$ cat config.mk
export PLATFORM = sky130hd
export DESIGN_NAME = id_ex_stage
export DESIGN_NICKNAME = d
export VERILOG_FILES = /design/src/rtl/id_ex_stage.sv
export SDC_FILE = /design/constraint.sdc
export NUM_CORES = 1
export LEC_CHECK = 0
export ABC_AREA = 1
export BUFFER_PORTS_ARGS = -buffer_cell sky130_fd_sc_hd__clkbuf_2
export CAP_MARGIN = 0
export CORE_AREA = 2 2 135 137
export CTS_CLUSTER_SIZE = 28
export DETAILED_ROUTE_END_ITERATION = 16
export DIE_AREA = 0 0 137 139
export GPL_TIMING_DRIVEN = 0
export HOLD_SLACK_MARGIN = 0.03
export PLACE_DENSITY = 0.71
export SETUP_SLACK_MARGIN = 0.05
export SYNTH_ARGS = -nofsm -noshare
export SYNTH_HDL_FRONTEND = slang
export SYNTH_SLANG_ARGS = --single-unit
export TNS_END_PERCENT = 100
$ cat constraint.sdc
create_clock -name clk -period 7.5 [get_ports clk]
set_input_delay 0.375 -clock clk [delete_from_list [all_inputs] [get_ports clk]]
set_output_delay 0.375 -clock clk [all_outputs]
set_load 0.005 [all_outputs]
$ cat src/rtl/id_ex_stage.sv
// ID/EX pipeline register for the 5-stage MIPS core: captures decoded operands and
// control, detects load-use hazards, inserts stall/flush bubbles and counts them.
module id_ex_stage #(
   parameter int unsigned CNT_W = 16
) (
   input  logic             clk,
   input  logic             reset,
   input  logic [4:0]       IF_ID_Rs,
   input  logic [4:0]       IF_ID_Rt,
   input  logic [4:0]       IF_ID_Rd,
   input  logic             IF_ID_UsesRt,
   input  logic             IF_ID_Valid,
   input  logic [31:0]      ReadData1,
   input  logic [31:0]      ReadData2,
   input  logic [31:0]      SignExtImm,
   input  logic [31:0]      PCPlus4,
   input  logic             RegWrite,
   input  logic             MemtoReg,
   input  logic             MemRead,
   input  logic             MemWrite,
   input  logic             ALUSrc,
   input  logic             RegDst,
   input  logic [1:0]       ALUOp,
   input  logic             Flush,
   output logic [4:0]       ID_EX_Rs,
   output logic [4:0]       ID_EX_Rt,
   output logic [4:0]       ID_EX_Rd,
   output logic [31:0]      ID_EX_Data1,
   output logic [31:0]      ID_EX_Data2,
   output logic [31:0]      ID_EX_Imm,
   output logic [31:0]      ID_EX_PCPlus4,
   output logic             ID_EX_RegWrite,
   output logic             ID_EX_MemtoReg,
   output logic             ID_EX_MemRead,
   output logic             ID_EX_MemWrite,
   output logic             ID_EX_ALUSrc,
   output logic             ID_EX_RegDst,
   output logic [1:0]       ID_EX_ALUOp,
   output logic             ID_EX_Valid,
   output logic             PCWrite,
   output logic             IF_ID_Write,
   output logic             Stall,
   output logic [CNT_W-1:0] BubbleCount,
   output logic [CNT_W-1:0] FlushCount
);

   logic [4:0]       rs_q, rs_d, rt_q, rt_d, rd_q, rd_d;
   logic [31:0]      data1_q, data1_d, data2_q, data2_d, imm_q, imm_d, pc_q, pc_d;
   logic             regwrite_q, regwrite_d, memtoreg_q, memtoreg_d;
   logic             memread_q, memread_d, memwrite_q, memwrite_d;
   logic             alusrc_q, alusrc_d, regdst_q, regdst_d;
   logic [1:0]       aluop_q, aluop_d;
   logic             valid_q, valid_d;
   logic [CNT_W-1:0] bcnt_q, bcnt_d, fcnt_q, fcnt_d;
   logic             load_use, stall, bubble;

   assign load_use = valid_q & memread_q & (rt_q != 5'd0) & IF_ID_Valid &
                     ((rt_q == IF_ID_Rs) | (IF_ID_UsesRt & (rt_q == IF_ID_Rt)));
   // A taken branch discards the dependent instruction, so the flush wins over the stall.
   assign stall  = load_use & ~Flush;
   assign bubble = stall | Flush;

   always_comb begin
      rs_d       = IF_ID_Rs;
      rt_d       = IF_ID_Rt;
      rd_d       = IF_ID_Rd;
      data1_d    = ReadData1;
      data2_d    = ReadData2;
      imm_d      = SignExtImm;
      pc_d       = PCPlus4;
      regwrite_d = RegWrite & IF_ID_Valid;
      memtoreg_d = MemtoReg & IF_ID_Valid;
      memread_d  = MemRead & IF_ID_Valid;
      memwrite_d = MemWrite & IF_ID_Valid;
      alusrc_d   = ALUSrc & IF_ID_Valid;
      regdst_d   = RegDst & IF_ID_Valid;
      aluop_d    = IF_ID_Valid ? ALUOp : 2'b00;
      valid_d    = IF_ID_Valid;
      if (bubble) begin
         rs_d       = '0;
         rt_d       = '0;
         rd_d       = '0;
         data1_d    = '0;
         data2_d    = '0;
         imm_d      = '0;
         pc_d       = '0;
         regwrite_d = 1'b0;
         memtoreg_d = 1'b0;
         memread_d  = 1'b0;
         memwrite_d = 1'b0;
         alusrc_d   = 1'b0;
         regdst_d   = 1'b0;
         aluop_d    = '0;
         valid_d    = 1'b0;
      end
      bcnt_d = bcnt_q;
      if (stall && (bcnt_q != '1)) bcnt_d = bcnt_q + CNT_W'(1);
      fcnt_d = fcnt_q;
      if (Flush && (fcnt_q != '1)) fcnt_d = fcnt_q + CNT_W'(1);
   end

   always_ff @(posedge clk or posedge reset) begin
      if (reset) begin
         rs_q       <= '0;
         rt_q       <= '0;
         rd_q       <= '0;
         data1_q    <= '0;
         data2_q    <= '0;
         imm_q      <= '0;
         pc_q       <= '0;
         regwrite_q <= 1'b0;
         memtoreg_q <= 1'b0;
         memread_q  <= 1'b0;
         memwrite_q <= 1'b0;
         alusrc_q   <= 1'b0;
         regdst_q   <= 1'b0;
         aluop_q    <= '0;
         valid_q    <= 1'b0;
         bcnt_q     <= '0;
         fcnt_q     <= '0;
      end else begin
         rs_q       <= rs_d;
         rt_q       <= rt_d;
         rd_q       <= rd_d;
         data1_q    <= data1_d;
         data2_q    <= data2_d;
         imm_q      <= imm_d;
         pc_q       <= pc_d;
         regwrite_q <= regwrite_d;
         memtoreg_q <= memtoreg_d;
         memread_q  <= memread_d;
         memwrite_q <= memwrite_d;
         alusrc_q   <= alusrc_d;
         regdst_q   <= regdst_d;
         aluop_q    <= aluop_d;
         valid_q    <= valid_d;
         bcnt_q     <= bcnt_d;
         fcnt_q     <= fcnt_d;
      end
   end

   assign ID_EX_Rs       = rs_q;
   assign ID_EX_Rt       = rt_q;
   assign ID_EX_Rd       = rd_q;
   assign ID_EX_Data1    = data1_q;
   assign ID_EX_Data2    = data2_q;
   assign ID_EX_Imm      = imm_q;
   assign ID_EX_PCPlus4  = pc_q;
   assign ID_EX_RegWrite = regwrite_q;
   assign ID_EX_MemtoReg = memtoreg_q;
   assign ID_EX_MemRead  = memread_q;
   assign ID_EX_MemWrite = memwrite_q;
   assign ID_EX_ALUSrc   = alusrc_q;
   assign ID_EX_RegDst   = regdst_q;
   assign ID_EX_ALUOp    = aluop_q;
   assign ID_EX_Valid    = valid_q;
   assign Stall          = stall;
   assign PCWrite        = ~stall;
   assign IF_ID_Write    = ~stall;
   assign BubbleCount    = bcnt_q;
   assign FlushCount     = fcnt_q;

endmodule

==> impl_metrics.csv <==
group,metric,value,unit
outcome,status,"complete, no violations",
layout,nNetsFinal,1279,
synthesis,yosysTopAreaCell,"dfrtp_1",
floorplan,core,17700,sq um
floorplan,start_util,39.9,%
worst_hold_path,holdPathEnd,"ID_EX_Data1[16]",
synthesis,synth.top_cells.by_area,"dfrtp_1 65%, nor2_1 9.5%, inv_1 8.6%, nand2_1 7.3%, xor2_1 1.7%",
sta,period_minus_slack,2.13,ns
critical_path,critPathKind,"reg2out",
synthesis,yosysTopAreaCellShare,65.3,%
place,placed_area,9080,sq um
clock_tree,root_buffer,"clkbuf_16",
power_and_ir_drop,ir_drop,151,uV
sta,finalSetupViolCount,0,
worst_hold_path,hold_path_class,"in2reg",
sta,max_freq,469,MHz
routing,dr.pass1.iters,4,
layout,synthToLayoutAreaGrowth,37.7,%
critical_path,worstPathArrival,1.76,ns
clock_tree,clock_latency,0.43,ns
sta,skew,0.0134,ns
floorplan,dieArea,19000,sq um
layout,drive_gt1_share,36.2,%
layout,final_common_cell,"clkbuf_2",
power_and_ir_drop,power.density,234,nW/um^2
worst_hold_path,whs_path_depth,3,
layout,regArea,4600,sq um
layout,final_cell_mix,"341 x clkbuf_2, 184 x dfrtp_1, 178 x nor2_1",
clock_tree,cts_tree,"done",
clock_tree,cts_buffers,17,
routing,ant_nets,0,
place,gp_congestion,0.845,
global_routing,grt_first_pass_wirelength,29.7,mm
clock_tree,cts-hold-fix-buffers,1,
critical_path,crit_start,"ID_EX_Rt[3]",
synthesis,synth_cells,759,
global_routing,antenna_found_initial,4,
sta,finalCritPeriodShare,28.4,%
floorplan,ios,343,
critical_path,worstReg2RegStart,"BubbleCount[0]",
routing,routed_wl,19.1,mm
flow_run,drv_cap,0,
place,pre_cts_ws,5.50,ns
critical_path,required,7.12,ns
power_and_ir_drop,leakagePower,5.95,nW
critical_path,worstPathMaxFanout,4,
synthesis,netlist_area,7050,sq um
routing,vias_per_cell,4.28,
sta,rsz0062_at_grt,"no",
global_routing,grt.overflow.total,0,
clock_tree,clock_sinks,184,
synthesis,syn_avg_cell_area,9.29,sq um
sta,slew_viol_final,0,
layout,multi_input_area,1670,sq um
clock_tree,htreeDepth,4,
global_routing,grt_start_max_net_pins,124,
place,io_buffers,341,
routing,routedWlPerCell,14.0,um
critical_path,r2r_setup_slack,5.64,ns
synthesis,seq_area_frac_synth,65.3,%
routing,drc,0,
clock_tree,cts_buffer_depth,2,
global_routing,grt_usage,20.5,%
synthesis,ys_warn_count,0,
sta,worst_pin_slew,0.643,ns
layout,fin_area,9710,sq um
floorplan,die_height,139,um
routing,first_iter_violations,273,
sta,hold_viol_final,0,
critical_path,r2r_cells,8,
routing,vias,5843,
sta,final_critical_path_setup_slack,5.37,ns
floorplan,die_w,137,um
critical_path,start_kind,"flip-flop",
sta,max_slew_margin,57.1,%
critical_path,endpoint_kind,"output port",
place,post-dp-hpwl,14.6,mm
floorplan,fp-row-count,49,
synthesis,ys_ff_latch,184,
clock_tree,path_clk_slew,0.08,ns
synthesis,synthesis.nets,917,
clock_tree,post_cts_buffers,0,
critical_path,r2r-end,"BubbleCount[6]",
clock_tree,ctsResizeCount,0,
layout,nFillCells,1635,
worst_hold_path,min_from,"ReadData1[16]",
synthesis,synth.distinct_cells,23,
global_routing,grt_pass1_vias,5822,
-- logic make-up (layout without fill, tap and decap cells) --
kind of cell	after synthesis	in the layout	synth area share [%]
DFF	184	184	65.3
buffers and inverters	191	566	11.0
and+or+nand+nor	350	350	19.8
xor gates and xnor gates	25	25	3.10
adders and majority gates	2	2	0.355
other	0	2	0
AOI/OAI and AO/OA	7	7	0.497
-- registers in the layout, indices dropped and copies added, names as in the netlist, 16 cells and up --
register       cells
ID_EX_Imm         32
ID_EX_PCPlus4     32
ID_EX_Data2       32
FlushCount        16
BubbleCount       16
ID_EX_Data1       32
-- where the power goes --
part | switching [mW] | internal, mW
clock network | 0.423 | 0.508
logic | 0.143 | 0.111
registers | 0.0360 | 1.05
total | 0.602 | 1.67
-- cell type report --
class / instances / area share [%]
buffer: 22 / 1.44
antenna: 2 / 0.0515
sequential: 184 / 47.4
clock buffer: 18 / 4.42
timing repair buffer: 343 / 18.0
inverter: 169 / 6.61
tap: 229 / 2.95
clock inverter: 14 / 1.89
multi-input combinational: 384 / 17.2
-- metal layers --
metal | up-vias | track usage, % | routed length [um] | share of wire, %
li1 | 2892 | - | - | -
met1 | 2661 | 23.6 | 7590 | 40
met2 | 255 | 34.4 | 9190 | 48
met3 | 33 | 7.05 | 1760 | 9.2
met4 | 2 | 8.74 | 556 | 2.9
met5 | - | 0 | 13 | 0.068
-- how the worst max path moves through the flow --
stage	endpoint	depth (start not counted)	slack, ns
global route	PCWrite	8	5.20
finish	PCWrite	8	5.37
global placement	ID_EX_PCPlus4[5]	2	-0.01
floorplan	BubbleCount[0]	1	2.12
CTS	PCWrite	8	5.36
detailed placement	ID_EX_Rd[3]	10	5.50
-- metrics by stage --
step / hold WS, ns / util, % / total power [mW] / TNS, ns / std cells
2_1_floorplan: 0.481 / - / 1.22 / 0 / 759
3_3_place_gp: 0.504 / 51.2 / 1.36 / -0.852 / 1329
3_5_place_dp: 0.432 / 51.4 / 1.36 / 0 / 1330
4_1_cts: 0.106 / 55.0 / 2.30 / 0 / 1363
5_1_grt: 0.114 / 55.0 / 2.38 / 0 / 1365
6_report: 0.115 / 55.0 / 2.27 / 0 / 1365
-- Yosys cell counts --
cell type    n
o21ai_1      4
inv_1      162
nand4_2      1
buf_2       10
o21ai_0      3
and3_1       1
nand3_1     12
buf_4       12
nor2_4       1
xor2_1      14
nand2_2      2
nand2_1    138
nand4_1      6
dfrtp_1    184
nor3_2       1
xnor2_1     11
nor2_2       2
nor2_1     178
inv_2        7
nand3_2      1
nor4_1       1
ha_1         2
nor3_1       6
-- critical path: stages (launching register included) --
cell and delay, ns:
dfrtp_1 0.42, inv_1 0.12, nor2_1 0.05, nor2_1 0.10, nand3_1 0.10, nand2_2 0.13
nand3_2 0.14, buf_4 0.17, clkbuf_2 0.10
Note: power is estimated with default switching activity, not from simulation.
